File: src/rtl/ethernet_echo.sv
// Loopback engine: copies each packet from the MAC receive buffer into the
// transmit buffer word by word, commits the send, then releases the receive buffer.
module ethernet_echo #(
    parameter int eth_mtu_p    = 2048,
    parameter int data_width_p = 32,
    localparam int bytes_lp             = data_width_p / 8,
    localparam int lg_bytes_lp          = $clog2(bytes_lp),
    localparam int size_width_lp        = $clog2(((bytes_lp > 1) ? lg_bytes_lp : 1) + 1),
    localparam int addr_width_lp        = $clog2(eth_mtu_p),
    localparam int packet_size_width_lp = $clog2(eth_mtu_p + 1)
) (
    input  logic                            clk_i,
    input  logic                            reset_i,
    input  logic                            en_i,

    input  logic                            packet_avail_i,
    input  logic [packet_size_width_lp-1:0] packet_rsize_i,
    output logic                            packet_rvalid_o,
    output logic [addr_width_lp-1:0]        packet_raddr_o,
    output logic [size_width_lp-1:0]        packet_rdata_size_o,
    input  logic [data_width_p-1:0]         packet_rdata_i,
    output logic                            packet_ack_o,

    input  logic                            packet_req_i,
    output logic                            packet_wsize_valid_o,
    output logic [packet_size_width_lp-1:0] packet_wsize_o,
    output logic                            packet_wvalid_o,
    output logic [addr_width_lp-1:0]        packet_waddr_o,
    output logic [data_width_p-1:0]         packet_wdata_o,
    output logic [size_width_lp-1:0]        packet_wdata_size_o,
    output logic                            packet_send_o,

    output logic                            busy_o,
    output logic [15:0]                     echo_count_o,
    output logic [15:0]                     drop_count_o
);

    // One extra bit lets the counter reach N itself for a full-MTU packet.
    localparam int cnt_width_lp = addr_width_lp - lg_bytes_lp + 1;
    localparam logic [packet_size_width_lp-1:0] low_mask_lp = packet_size_width_lp'(bytes_lp - 1);
    localparam logic [size_width_lp-1:0] word_size_lp = size_width_lp'(lg_bytes_lp);

    typedef enum logic [2:0] {
        IDLE = 3'd0,
        SIZE = 3'd1,
        COPY = 3'd2,
        SEND = 3'd3,
        ACK  = 3'd4
    } state_e;

    state_e                          state_q, state_d;
    logic [packet_size_width_lp-1:0] size_q, size_d;
    logic [cnt_width_lp-1:0]         n_q, n_d;
    logic [cnt_width_lp-1:0]         c_q, c_d;
    logic [15:0]                     echo_q, echo_d;
    logic [15:0]                     drop_q, drop_d;

    logic [packet_size_width_lp-1:0] words_full;
    logic                            round_up;
    logic [cnt_width_lp-1:0]         n_calc;
    logic [cnt_width_lp-1:0]         c_prev;
    logic                            rd_active;
    logic                            wr_active;

    assign words_full = packet_rsize_i >> lg_bytes_lp;
    assign round_up   = |(packet_rsize_i & low_mask_lp);
    assign n_calc     = cnt_width_lp'(words_full) + cnt_width_lp'(round_up);
    assign c_prev     = c_q - cnt_width_lp'(1);

    always_comb begin
        state_d = state_q;
        size_d  = size_q;
        n_d     = n_q;
        c_d     = c_q;
        echo_d  = echo_q;
        drop_d  = drop_q;
        case (state_q)
            IDLE: begin
                if (en_i && packet_avail_i) begin
                    if (packet_rsize_i == '0) begin
                        drop_d  = drop_q + 16'd1;
                        state_d = ACK;
                    end else if (packet_req_i) begin
                        size_d  = packet_rsize_i;
                        n_d     = n_calc;
                        state_d = SIZE;
                    end
                end
            end
            SIZE: begin
                c_d     = '0;
                state_d = COPY;
            end
            COPY: begin
                if (c_q == n_q) begin
                    state_d = SEND;
                end else begin
                    c_d = c_q + cnt_width_lp'(1);
                end
            end
            SEND: begin
                echo_d  = echo_q + 16'd1;
                state_d = ACK;
            end
            ACK:     state_d = IDLE;
            default: state_d = IDLE;
        endcase
    end

    // A reset mid-packet abandons it silently; the pending receive packet is re-echoed later.
    always_ff @(posedge clk_i) begin
        if (reset_i) begin
            state_q <= IDLE;
            size_q  <= '0;
            n_q     <= '0;
            c_q     <= '0;
            echo_q  <= '0;
            drop_q  <= '0;
        end else begin
            state_q <= state_d;
            size_q  <= size_d;
            n_q     <= n_d;
            c_q     <= c_d;
            echo_q  <= echo_d;
            drop_q  <= drop_d;
        end
    end

    // Reads lead writes by one cycle because read data returns a cycle late.
    assign rd_active = (state_q == COPY) && (c_q != n_q);
    assign wr_active = (state_q == COPY) && (c_q != '0);

    assign packet_rvalid_o      = rd_active;
    assign packet_raddr_o       = rd_active ? (addr_width_lp'(c_q) << lg_bytes_lp) : '0;
    assign packet_rdata_size_o  = rd_active ? word_size_lp : '0;

    assign packet_wvalid_o      = wr_active;
    assign packet_waddr_o       = wr_active ? (addr_width_lp'(c_prev) << lg_bytes_lp) : '0;
    assign packet_wdata_o       = wr_active ? packet_rdata_i : '0;
    assign packet_wdata_size_o  = wr_active ? word_size_lp : '0;

    assign packet_wsize_valid_o = (state_q == SIZE);
    assign packet_wsize_o       = (state_q == SIZE) ? size_q : '0;
    assign packet_send_o        = (state_q == SEND);
    assign packet_ack_o         = (state_q == ACK);
    assign busy_o               = (state_q != IDLE);
    assign echo_count_o         = echo_q;
    assign drop_count_o         = drop_q;

endmodule

File: config.mk
export PLATFORM = sky130hd
export DESIGN_NAME = ethernet_echo
export DESIGN_NICKNAME = d
export VERILOG_FILES = /design/src/rtl/ethernet_echo.sv
export SDC_FILE = /design/constraint.sdc
export NUM_CORES = 1
export LEC_CHECK = 0
export ABC_AREA = 0
export CAP_MARGIN = 20
export CORE_MARGIN = 5
export CORE_UTILIZATION = 44
export CTS_CLUSTER_DIAMETER = 30
export DETAILED_ROUTE_END_ITERATION = 8
export PLACE_DENSITY_LB_ADDON = 0.25
export SYNTH_ARGS = -nofsm -noshare
export SYNTH_HDL_FRONTEND = slang
export SYNTH_SLANG_ARGS = --single-unit
File: constraint.sdc
create_clock -name clk_i -period 2.5 [get_ports clk_i]
set_input_delay 0.25 -clock clk_i [delete_from_list [all_inputs] [get_ports clk_i]]
set_output_delay 0.25 -clock clk_i [all_outputs]
set_load 0.05 [all_outputs]
==> results of run 1 <==
## what timing repair did
item / 4_1_cts / 5_1_grt
gates cloned: 4 / 0
hold buffers: 0 / 0
buffers inserted: 9 / 2
pin swaps: 14 / 5
endpoints found under the setup margin: 41 / 57
resized for setup: 29 / 4
## power groups by stage
stage | clock (W) | combinational, W | sequential [W]
2_1_floorplan | 0 | 0.000621 | 0.00116
5_1_grt | 0.00105 | 0.00113 | 0.00117
6_report | 0.000999 | 0.00106 | 0.00116
4_1_cts | 0.00100 | 0.00105 | 0.00116
3_5_place_dp | 0 | 0.00101 | 0.00118
3_3_place_gp | 0 | 0.000988 | 0.00118
## sequential cells by signal, indices dropped and copies added, names as in the netlist
name,count
drop_count_o,16
echo_count_o,16
size_q,12
c_q,10
n_q,10
state_q,3
## logic make-up after synthesis
family | synth area share [%]
compound gates | 8.08
xor+xnor | 11.9
fa+ha+maj | 1.92
buf+inv | 7.09
flops | 34.2
mux | 1.09
other cells | 0.0958
simple gates | 35.6
## final timing paths
kind / to / startpoint / cells past startpoint
setup reg to reg: drop_count_o[15]$_SDFFE_PP0P_ / state_q[1]$_SDFFE_PP0P_ / 5
setup / recovery: packet_wdata_o[5] / c_q[2]$_SDFFE_PP0P_ / 8
hold reg to reg: size_q[1]$_SDFFE_PP0P_ / size_q[1]$_SDFFE_PP0P_ / 2
hold / removal: size_q[1]$_SDFFE_PP0P_ / size_q[1]$_SDFFE_PP0P_ / 2
## cell usage after synthesis (all sizes together)
master,n,share of area [%]
clkbuf,22,2.1
nor3,17,2.5
or3b,1,0.22
nand2,48,4.6
nand4,10,1.6
xor2,17,3.8
a21oi,23,2.9
conb,1,0.096
a31oi,2,0.32
mux2i,2,0.51
a31o,1,0.22
or2,1,0.16
o21ai,8,1.0
nor2,59,5.7
a22oi,1,0.19
xnor2,36,8.1
o31ai,1,0.54
nand3b,5,0.96
o41ai,3,0.67
mux2,2,0.58
ha,6,1.9
nor3b,5,0.96
and4,4,0.89
and3b,1,0.22
and2,53,10
and3,7,1.1
o31a,1,0.22
a2111oi,1,0.22
nand3,22,2.8
or3,6,1.1
buf,21,4.1
nor4b,1,0.22
dfxtp,67,34
nor4,13,2.1
inv,9,0.93
nand2b,2,0.32
a211oi,9,1.7
## layout make-up
| type | instances | area, um^2 | share of cell area (%) |
|---|---|---|---|
| Tap cell | 108 | 135 | 2.06 |
| Timing Repair Buffer | 183 | 2400 | 36.6 |
| Inverter | 9 | 50.0 | 0.765 |
| Clock buffer | 10 | 128 | 1.95 |
| Clock inverter | 6 | 88.8 | 1.36 |
| Sequential cell | 67 | 1350 | 20.6 |
| Multi-Input combinational cell | 374 | 2360 | 36.1 |
| Timing Repair inverter | 3 | 31.3 | 0.478 |
## worst reg2reg max path: stages, from the launching register on
cell	delay, ns
dfxtp_1	0.39
nor3_1	0.40
nand3_1	0.48
nor3_1	0.51
a31o_2	0.22
a21oi_1	0.05
## layer usage
metal	part of all wire, %	wire [um]	global-route usage, %
met5	0	0	0
met1	42	4940	25.1
met3	7.3	869	7.32
met4	1.8	217	6.11
met2	49	5860	36.5
## metrics by stage
step,cell area [um^2],worst slack (ns),cells
after detailed placement,6130,0.0672,729
after global placement,6130,0.154,729
after global routing,6550,-0.0580,760
final,6550,0.0990,760
after floorplan,3940,0.108,493
after CTS,6520,-0.0485,758
==> reports/qor.csv, run 1 <==
metric;value;unit
setup_viol;0;
fill_cells;587;
initial_core_util;45.1;%
cp-start-kind;register;
antenna_left;0;
static-leakage-power;2.48;nW
arrival;2.15;ns
cts_tree;done;
synth_cell_type_count;43;
cts_max_path_buffers;2;
pwr-share-seq;36.0;%
cts_made_buffers;9;
vias;4009;
die_w;104;um
postSynthRegisterBits;67;
clk_pin_slew;0.07;ns
max_stage_delay;0.36;ns
clock-sinks;67;
overflow;0;
pwr-share-comb;32.9;%
port_buffers;150;
p_int;0.00214;W
final_util;75.4;%
required;2.25;ns
hp-class;reg2reg;
grt_usage;21.3;%
tightest_slew;0.826;ns
drt_wl_total;11.9;mm
core-area;0.00868;mm^2
seq_area_frac_synth;34.2;%
diodes;0;
swShare;33.4;%
slew_viol_final;0;
firstDrtPassIters;4;
crit_chain;nor3_4 -> nand3b_1 -> or3_4 -> o31ai_4 -> buf_6 -> inv_12 -> and2_4 -> buf_12;
post-route-period-util;96.0;%
hold_violations;0;
rsz0062_at_grt;yes;
grt_pass1_wl;19.4;mm
wl_per_cell;15.6;um
slew_headroom;44.9;%
critPathSlowestCell;or3_4;
h-tree-depth;3;
critPathBufInv;3;
drt_iter0_markers;174;
max-cap-violations;0;
grt_pass1_vias;3928;
avgSynthCellArea;8.03;um^2
syn_to_final_growth;67.1;%
dieArea;0.0109;mm^2
status;finished clean;
drc_errors;0;
mostFrequentLayoutCells;clkdlybuf4s50_1, buf_12, dfxtp_1, nor2_1, nand2_1;
yosys_warnings;0;
endpoint_kind;output port;
grt_max_degree;47;
drive_gt1_share;27.1;%
finalSetupTns;0;ns
power;0.00322;W
via_per_inst;5.28;
place_hpwl;9.04;mm
clkPwrFrac;31.0;%
skew;0.00668;ns
path_max_fanout;17;
antenna_found_initial;0;
pin_count;157;
final_nets;702;
r2r_slack;0.30;ns
period_needed;2.40;ns
path_delay_family;simple AND/OR/NAND/NOR gates;
hold_slack;0.451;ns
ir_drop;0.000423;V
power_density;492;mW/mm^2
switchingPower;0.00107;W
synthCells;488;
rows;34;
place.gp.congestion;0.863;
cts-root-buf;clkbuf_8;
fmaxAchievable;0.416;GHz
die_height;104;um
synth_area;0.00392;mm^2
clkLatencyLatePin;0.35;ns
final_common_cell;clkdlybuf4s50_1;
crit_type;reg2out;
No activity file was read; power rests on OpenSTA's default activity.
==> run 2: changes to the inputs <==
Settings changed: CAP_MARGIN 20 to unset.
==> results of run 2 <==
The final DEF is identical to that of run 1; final timing and power are the same.
==> run 3: changes to the inputs <==
Settings changed: GPL_TIMING_DRIVEN set to 1.
==> results of run 3 <==
The final DEF is identical to that of run 1; final timing and power are the same.
